**src/rtl/prog_seq_det.sv**
```systemverilog
// Programmable serial bit-pattern detector with runtime pattern/length, overlap mode and saturating match count.
// Optional sticky match flag output seq_seen is compiled in with `define PROG_SEQ_DET_STICKY_EN.
module prog_seq_det #(
  parameter int unsigned MAX_LEN = 8,
  parameter int unsigned CNT_W = 8,
  parameter logic [MAX_LEN-1:0] DEF_PATTERN = MAX_LEN'(8'b0000_1011),
  parameter int unsigned DEF_LEN = 4,
  localparam int unsigned LEN_W = $clog2(MAX_LEN) + 1
) (
  input  logic               clk,
  input  logic               rst_n,
  input  logic               en,
  input  logic               din_valid,
  input  logic               din,
  input  logic               cfg_we,
  input  logic [MAX_LEN-1:0] cfg_pattern,
  input  logic [LEN_W-1:0]   cfg_len,
  input  logic               cfg_overlap,
  input  logic               clr_count,
  output logic               seq_found,
  output logic [CNT_W-1:0]   match_count,
  output logic [1:0]         det_state
`ifdef PROG_SEQ_DET_STICKY_EN
  ,
  output logic               seq_seen
`endif
);

  typedef enum logic [1:0] {
    ST_IDLE = 2'd0,
    ST_FILL = 2'd1,
    ST_HUNT = 2'd2
  } state_t;

  state_t             state;
  state_t             state_next;
  logic [MAX_LEN-1:0] hist;
  logic [MAX_LEN-1:0] hist_next;
  logic [MAX_LEN-1:0] pattern;
  logic [MAX_LEN-1:0] len_mask;
  logic [LEN_W-1:0]   fill;
  logic [LEN_W-1:0]   fill_inc;
  logic [LEN_W-1:0]   fill_next;
  logic [LEN_W-1:0]   len;
  logic [LEN_W-1:0]   len_ld;
  logic               overlap;
  logic               beat;
  logic               match;

  // Beat qualification, history update and match evaluation against the updated history.
  always_comb begin
    beat      = en & din_valid & ~cfg_we;
    hist_next = (hist << 1) | MAX_LEN'(din);
    fill_inc  = (fill == LEN_W'(MAX_LEN)) ? fill : fill + LEN_W'(1);
    len_mask  = ~({MAX_LEN{1'b1}} << len);
    match     = beat && (fill_inc >= len) &&
                ((hist_next & len_mask) == (pattern & len_mask));
    fill_next = fill;
    if (!en || cfg_we) begin
      fill_next = '0;
    end else if (beat) begin
      fill_next = (match && !overlap) ? '0 : fill_inc;
    end
  end

  // Requested length clamped into 1..MAX_LEN.
  always_comb begin
    len_ld = cfg_len;
    if (cfg_len == '0) begin
      len_ld = LEN_W'(1);
    end else if (cfg_len > LEN_W'(MAX_LEN)) begin
      len_ld = LEN_W'(MAX_LEN);
    end
  end

  always_ff @(posedge clk or negedge rst_n) begin
    if (!rst_n) begin
      state <= ST_IDLE;
    end else begin
      state <= state_next;
    end
  end

  always_comb begin
    state_next = state;
    if (!en) begin
      state_next = ST_IDLE;
    end else begin
      case (state)
        ST_IDLE: state_next = ST_FILL;
        ST_FILL: if (fill_next >= len) state_next = ST_HUNT;
        ST_HUNT: if (cfg_we || (match && !overlap)) state_next = ST_FILL;
        default: state_next = ST_IDLE;
      endcase
    end
  end

  always_comb begin
    det_state = state;
  end

  // Configuration, history and fill tracking.
  always_ff @(posedge clk or negedge rst_n) begin
    if (!rst_n) begin
      pattern <= DEF_PATTERN;
      len     <= LEN_W'(DEF_LEN);
      overlap <= 1'b1;
      hist    <= '0;
      fill    <= '0;
    end else begin
      if (cfg_we) begin
        pattern <= cfg_pattern;
        len     <= len_ld;
        overlap <= cfg_overlap;
      end
      if (beat) begin
        hist <= hist_next;
      end
      fill <= fill_next;
    end
  end

  always_ff @(posedge clk or negedge rst_n) begin
    if (!rst_n) begin
      seq_found   <= 1'b0;
      match_count <= '0;
    end else begin
      seq_found <= match;
      if (clr_count) begin
        match_count <= '0;
      end else if (match && (match_count != {CNT_W{1'b1}})) begin
        match_count <= match_count + CNT_W'(1);
      end
    end
  end

`ifdef PROG_SEQ_DET_STICKY_EN
  always_ff @(posedge clk or negedge rst_n) begin
    if (!rst_n) begin
      seq_seen <= 1'b0;
    end else if (clr_count) begin
      seq_seen <= 1'b0;
    end else if (match) begin
      seq_seen <= 1'b1;
    end
  end
`endif

endmodule

```
**config.mk**
```make
export PLATFORM = sky130hd
export DESIGN_NAME = prog_seq_det
export DESIGN_NICKNAME = d
export VERILOG_FILES = /design/src/rtl/prog_seq_det.sv
export SDC_FILE = /design/constraint.sdc
export NUM_CORES = 1
export LEC_CHECK = 0
export ABC_AREA = 1
export CORE_AREA = 2 2 67 69
export CTS_CLUSTER_DIAMETER = 60
export DETAILED_ROUTE_END_ITERATION = 10
export DIE_AREA = 0 0 69 71
export DONT_BUFFER_PORTS = 1
export PLACE_DENSITY_LB_ADDON = 0.15
export SYNTH_ARGS = -nofsm -noshare
export SYNTH_HDL_FRONTEND = slang
export SYNTH_SLANG_ARGS = --single-unit
export TNS_END_PERCENT = 5
```
**constraint.sdc**
```tcl
create_clock -name clk -period 5.6 [get_ports clk]
set_input_delay 1.12 -clock clk [delete_from_list [all_inputs] [get_ports clk]]
set_output_delay 1.12 -clock clk [all_outputs]
set_load 0.02 [all_outputs]
```
# Word level (Yosys, flattened, before mapping)
# Cells that the tools add are included.
dict set report word_totals {
  register_bits 35
  latchBits 0
  ram_bits 0
  mem_bits_ro 0
  in_bits 20
  out_inout_bits 11
  word_cells 52
  mem_count 0
}
dict set report op_classes {
  n_addsub 2
  multipliers 0
  n_div 0
  n_lt_le_gt_ge 3
  n_eq_ne 7
  n_shift 1
  mux 12
  n_bitwise 7
  n_reduce_logical 12
}
# op n
set op_table {}
lappend op_table {{$mux 4} 6}
lappend op_table {{$and 8x8->8} 2}
lappend op_table {{$mux 8} 2}
lappend op_table {{$add 8x1->8 const B} 1}
lappend op_table {{$eq 8x8->1} 1}
lappend op_table {{$ge 4x4->1} 2}
lappend op_table {{$ne 8x8->1 const B} 1}
lappend op_table {{$not 8->8} 1}
lappend op_table {{$or 8x1->8} 1}
lappend op_table {{$shl 8x4->8 const A} 1}
lappend op_table {{$mux 2} 3}
lappend op_table {{$ne 3x3->1 const B} 2}
lappend op_table {{$pmux 2 s3} 1}
lappend op_table {{$add 4x1->4 const B} 1}
lappend op_table {{$eq 4x4->1 const B} 1}
lappend op_table {{$gt 4x4->1 const B} 1}
lappend op_table {{$logic_and 1x1->1} 4}
lappend op_table {{$logic_not 4->1} 1}
lappend op_table {{$and 1x1->1} 2}
lappend op_table {{$eq 2x1->1 const B} 1}
lappend op_table {{$eq 2x2->1 const B} 1}
lappend op_table {{$logic_not 1->1} 2}
lappend op_table {{$logic_not 2->1} 1}
lappend op_table {{$logic_or 1x1->1} 2}
lappend op_table {{other kinds (3)} 3}

# Depth between registers and ports, before layout
dict set report depth {
  depth_word 13
  ltp_mapped 26
  mapped_depth_nobuf 26
}

# Least setup slack after synthesis
# No wires, ideal clock.
dict set report synth_path {
  path_type {register -> register}
  start {register fill[0]}
  end {register state[1] (netlist: det_state[1])}
  arrival_ps 2732
  t_required_ps 5473
  setup_slack_ps 2740
  path_stages_with_launch 22
  cell_sequence {dfrtp_1 > inv_1 > ha_1 > nand2_1 > nor2_1 > xor2_1 > inv_1 > ha_1 > nand2_1 > nor2_1 > nor2_1 > nor2_1 > nand3_1 > nand2_1 > nand2_1 > nand2_1 > ha_1 > o21ai_0 > a21boi_0 > o21ai_0 > nand2_1 > a21boi_0}
}
dict set report synth_via {
  elab_chain_len 12
  elab_cells_between_ends 15
  cone_classes {1 x add/sub; 2 x order compare; 3 x eq/ne; 4 x mux; 5 x reduce/logical}
}
# element line
set synth_rtl {}
lappend synth_rtl {{start, declared} 41} ;# logic [LEN_W-1:0] fill;
lappend synth_rtl {{start signal, assigned} 119} ;# fill <= fill_next;
lappend synth_rtl {{$add 4x1->4 / $eq 4x4->1 (equally long branches)} 54} ;# fill_inc = (fill == LEN_W'(MAX_LEN)) ? fill : fill + LEN_W'(1);
lappend synth_rtl {{$mux 4} 54}
lappend synth_rtl {{$ge 4x4->1} 56} ;# match = beat && (fill_inc >= len) &&
lappend synth_rtl {{$logic_and 1x1->1 (2 in series)} 56}
lappend synth_rtl {{$logic_and 1x1->1} {62, 92}}
lappend synth_rtl {{$mux 4} 62} ;# fill_next = (match && !overlap) ? '0 : fill_inc;
lappend synth_rtl {{$mux 4} 61} ;# end else if (beat) begin
lappend synth_rtl {{$mux 4} 59} ;# if (!en || cfg_we) begin
lappend synth_rtl {{$ge 4x4->1} 91} ;# ST_FILL: if (fill_next >= len) state_next = ST_HUNT;
lappend synth_rtl {{$ne 3x3->1 (no source line)} -}
lappend synth_rtl {{$reduce_and 2->1 (no source line) *} -}
lappend synth_rtl {{end signal, assigned} 80} ;# state <= state_next;
lappend synth_rtl {{end, declared} 35} ;# state_t state;
# Every way passes the cells marked *; elsewhere a longest branch is shown, timed or not.
# A chain may end at the register's enable or synchronous reset.

# Final worst setup path
# Same ends and word-level chain as after synthesis.

==> metrics.md <==
| Metric | Value |
|---|---|
| Run status | finished clean |
| Overflow left after global routing | 0 |
| Max-cap violation count | 0 |
| Vias | 1626 |
| Net Switching | 0.166 mW |
| Hold endpoint | pattern[0] |
| Reg clk slew, reported paths | 70 ps |
| Internal power component | 0.424 mW |
| Drt wl/cell | 12.8 µm |
| Hold Fails Final Rpt | 0 |
| Hold WC Path Type | reg -> reg |
| Pwr per Cell Area | 270 nW/µm² |
| Setup_tns | 0 ps |
| Syn Nets | 304 |
| Tmin final | 3160 ps |
| GRT Util Overall | 19.3% |
| Crit Reg-Reg Endpoint | det_state[1] |
| CP Data Arrival Time | 3320 ps |
| Total CTS buffers | 5 |
| First-pass GRT wire length | 7400 µm |
| Worst Hold Path Cells | 2 |
| RSZ-0062 raised after global routing | false |
| Power share of the clock group | 34.1% |
| Worst hold start | pattern[0] |
| Clock Skews | 7.50 ps |
| Die W | 69 µm |
| Max Transition Viols Final | 0 |
| P_leak | 1.18 nW |
| Port-buffer cells | 0 |
| Resize count post-CTS | 0 |
| Syn Std Cell Area | 2040 µm² |
| R2r worst-path depth | 24 |
| Worst slew margin | 68.6% |
| DRT iter0 DRCs | 90 |
| Yosys warns | 0 |
| CTS Buffer Depth | 2 |
| Post-route ant nets | 0 |
| R2R Setup Slk | 2440 ps |
| Number of diodes | 0 |
| Post-CTS Setup Bufs | 0 |
| Yosys reg bits | 35 |
| Die H | 71 µm |
| Initial Util | 48.5% |
| Reg-to-Reg Start | fill[0] |
| Setup CP Type | reg -> reg |
| Element type at the critical path start | flop |
| DRC Markers | 0 |
| Power Total | 0.589 mW |
| Detailed Route WL | 4190 µm |
| Worst setup EP type | flop |
| # hold bufs at CTS | 0 |
| Cells after synthesis | 273 |
| Via density per instance | 4.96 |
| Worst-path fanout max | 5 |
| Core area | 4200 µm² |
| CTS tree | built |
| Clk sinks | 35 |
| Syn Area/Cell | 7.48 µm² |
| Sequential area share after synthesis | 43.2% |
| TritonRoute pass-1 iters | 4 |
| Gpl congestion | 0.818 |
| Fill count | 436 |
| Clock latency at the later pin of the worst-skew pair | 290 ps |
| Critical Path RT | 5770 ps |
| Die Area | 4900 µm² |
| Worst Tran Pin Value | 470 ps |
| Reg power frac | 51.9% |
| CTS Root Cell | clkbuf_8 |
| VDD IR max | 0.173 mV |
| # IOs | 31 |
| Initial antenna violation count | 0 |
| H-tree levels | 2 |
| Vias in the first global route | 1632 |
| Largest net degree at the start of global routing | 36 |
| Area grow syn2layout | 6.87% |
| Net switching share of the total power | 28.1% |
| Detailed Place HPWL | 3060 µm |
| Synth unique cells | 24 |
| Rows | 24 |
| Nets | 306 |
| Crit share post-route | 56.4% |
| Share of cells above drive strength 1 | 7.97% |
| Hold_ws | 474 ps |
| Max Freq | 0.317 GHz |
| Final Setup Violations | 0 |
| Logic pwr share | 13.9% |
-- power groups by stage --
stage          clock network (mW)  logic, mW  registers, mW
2_1_floorplan                   0     0.0698          0.305
3_5_place_dp                    0     0.0834          0.310
3_3_place_gp                    0     0.0819          0.310
6_report                    0.201     0.0821          0.306
5_1_grt                     0.217     0.0996          0.310
4_1_cts                     0.205     0.0836          0.306
-- cells in the final DEF, fill, tap and decap left out, drive strengths merged --
master  Yosys  layout
and2        1       1
a21boi      3       3
a21oi       5       5
nand4       8       8
ha         11      11
nor3        1       1
nand2      83      83
nand3      24      24
o22ai       2       2
dfrtp      30      30
clkbuf      2       8
nor2       25      25
dfstp       5       5
inv        44      44
o21ai      18      18
xnor2       2       2
xor2        6       6
-- stage by stage --
stage          instance area [µm²]  utilization [%]  setup slack [ps]  std cells
3_3_place_gp                  2080             49.5              2420        320
4_1_cts                       2180             51.9              2420        328
3_5_place_dp                  2080             49.5              2340        320
2_1_floorplan                 2040                -              2740        273
6_report                      2180             51.9              2440        328
5_1_grt                       2180             51.9              1970        328
-- logic make-up (layout without fill, tap and decap cells) --
logic type	count (synthesis)	in the layout	share of synthesized area (%)
compound gates	28	28	7.54
xor+xnor	8	8	3.43
fa+ha+maj	11	11	6.74
buf+inv	49	52	9.32
flops	35	35	43.2
simple gates	142	142	29.7
-- synthesized netlist by cell type, drive strengths merged --
cell | n | share of area, %
inv | 44 | 8.1
a21boi | 3 | 1.1
nor2 | 25 | 5.3
clkbuf | 2 | 0.37
a21oi | 5 | 1.4
buf | 3 | 0.86
nand3 | 24 | 6.1
xor2 | 6 | 2.6
dfstp | 5 | 6.4
xnor2 | 2 | 0.86
o21ai | 18 | 4.4
nand4 | 8 | 2.5
o22ai | 2 | 0.61
nand2 | 83 | 15
ha | 11 | 6.7
and2 | 1 | 0.31
nor3 | 1 | 0.25
dfrtp | 30 | 37
-- sequential cells by signal, indices dropped and copies added (netlist names) --
name,count
overlap,1
pattern,8
len,4
match_count,8
seq_found,1
hist,7
det_state,2
fill,4
-- worst max path at each step --
| stage | from | endpoint | slack, ps | cells after the start |
|---|---|---|---|---|
| floorplan | fill[0] | det_state[1] | 2740 | 21 |
| global placement | en | det_state[1] | 2420 | 16 |
| detailed placement | en | det_state[1] | 2340 | 15 |
| CTS | fill[0] | det_state[1] | 2420 | 24 |
| global route | fill[0] | det_state[1] | 1970 | 23 |
| finish | fill[0] | det_state[1] | 2440 | 24 |
-- area by class of cell --
type	count	area, µm²	area share, %
inverter	44	165	7.57
clock buffer	8	100	4.59
tap	52	65.1	2.98
sequential	35	882	40.4
multi-input combinational	189	968	44.4
-- critical path, stage by stage, from the launching register on --
cell	delay, ps
dfrtp_1	420
inv_1	100
ha_1	140
nand2_1	50
nor2_1	140
xor2_1	240
inv_1	70
ha_1	180
inv_1	50
nand2_1	40
nand2_1	60
nand2_1	50
nand2_1	50
nor2_1	40
nor2_1	160
nand3_1	190
nand2_1	100
nand2_1	50
nand2_1	100
ha_1	230
o21ai_0	140
a21boi_0	90
o21ai_0	140
nand2_1	90
a21boi_0	130
-- per-layer routing --
layer	track usage [%]	vias to the layer above	part of all wire, %
li1	-	860	-
met1	25.3	726	47
met5	0	-	0
met4	8.28	0	1.5
met2	29.6	35	47
met3	6.13	5	4.9
Power figures use the tool's default switching activity.
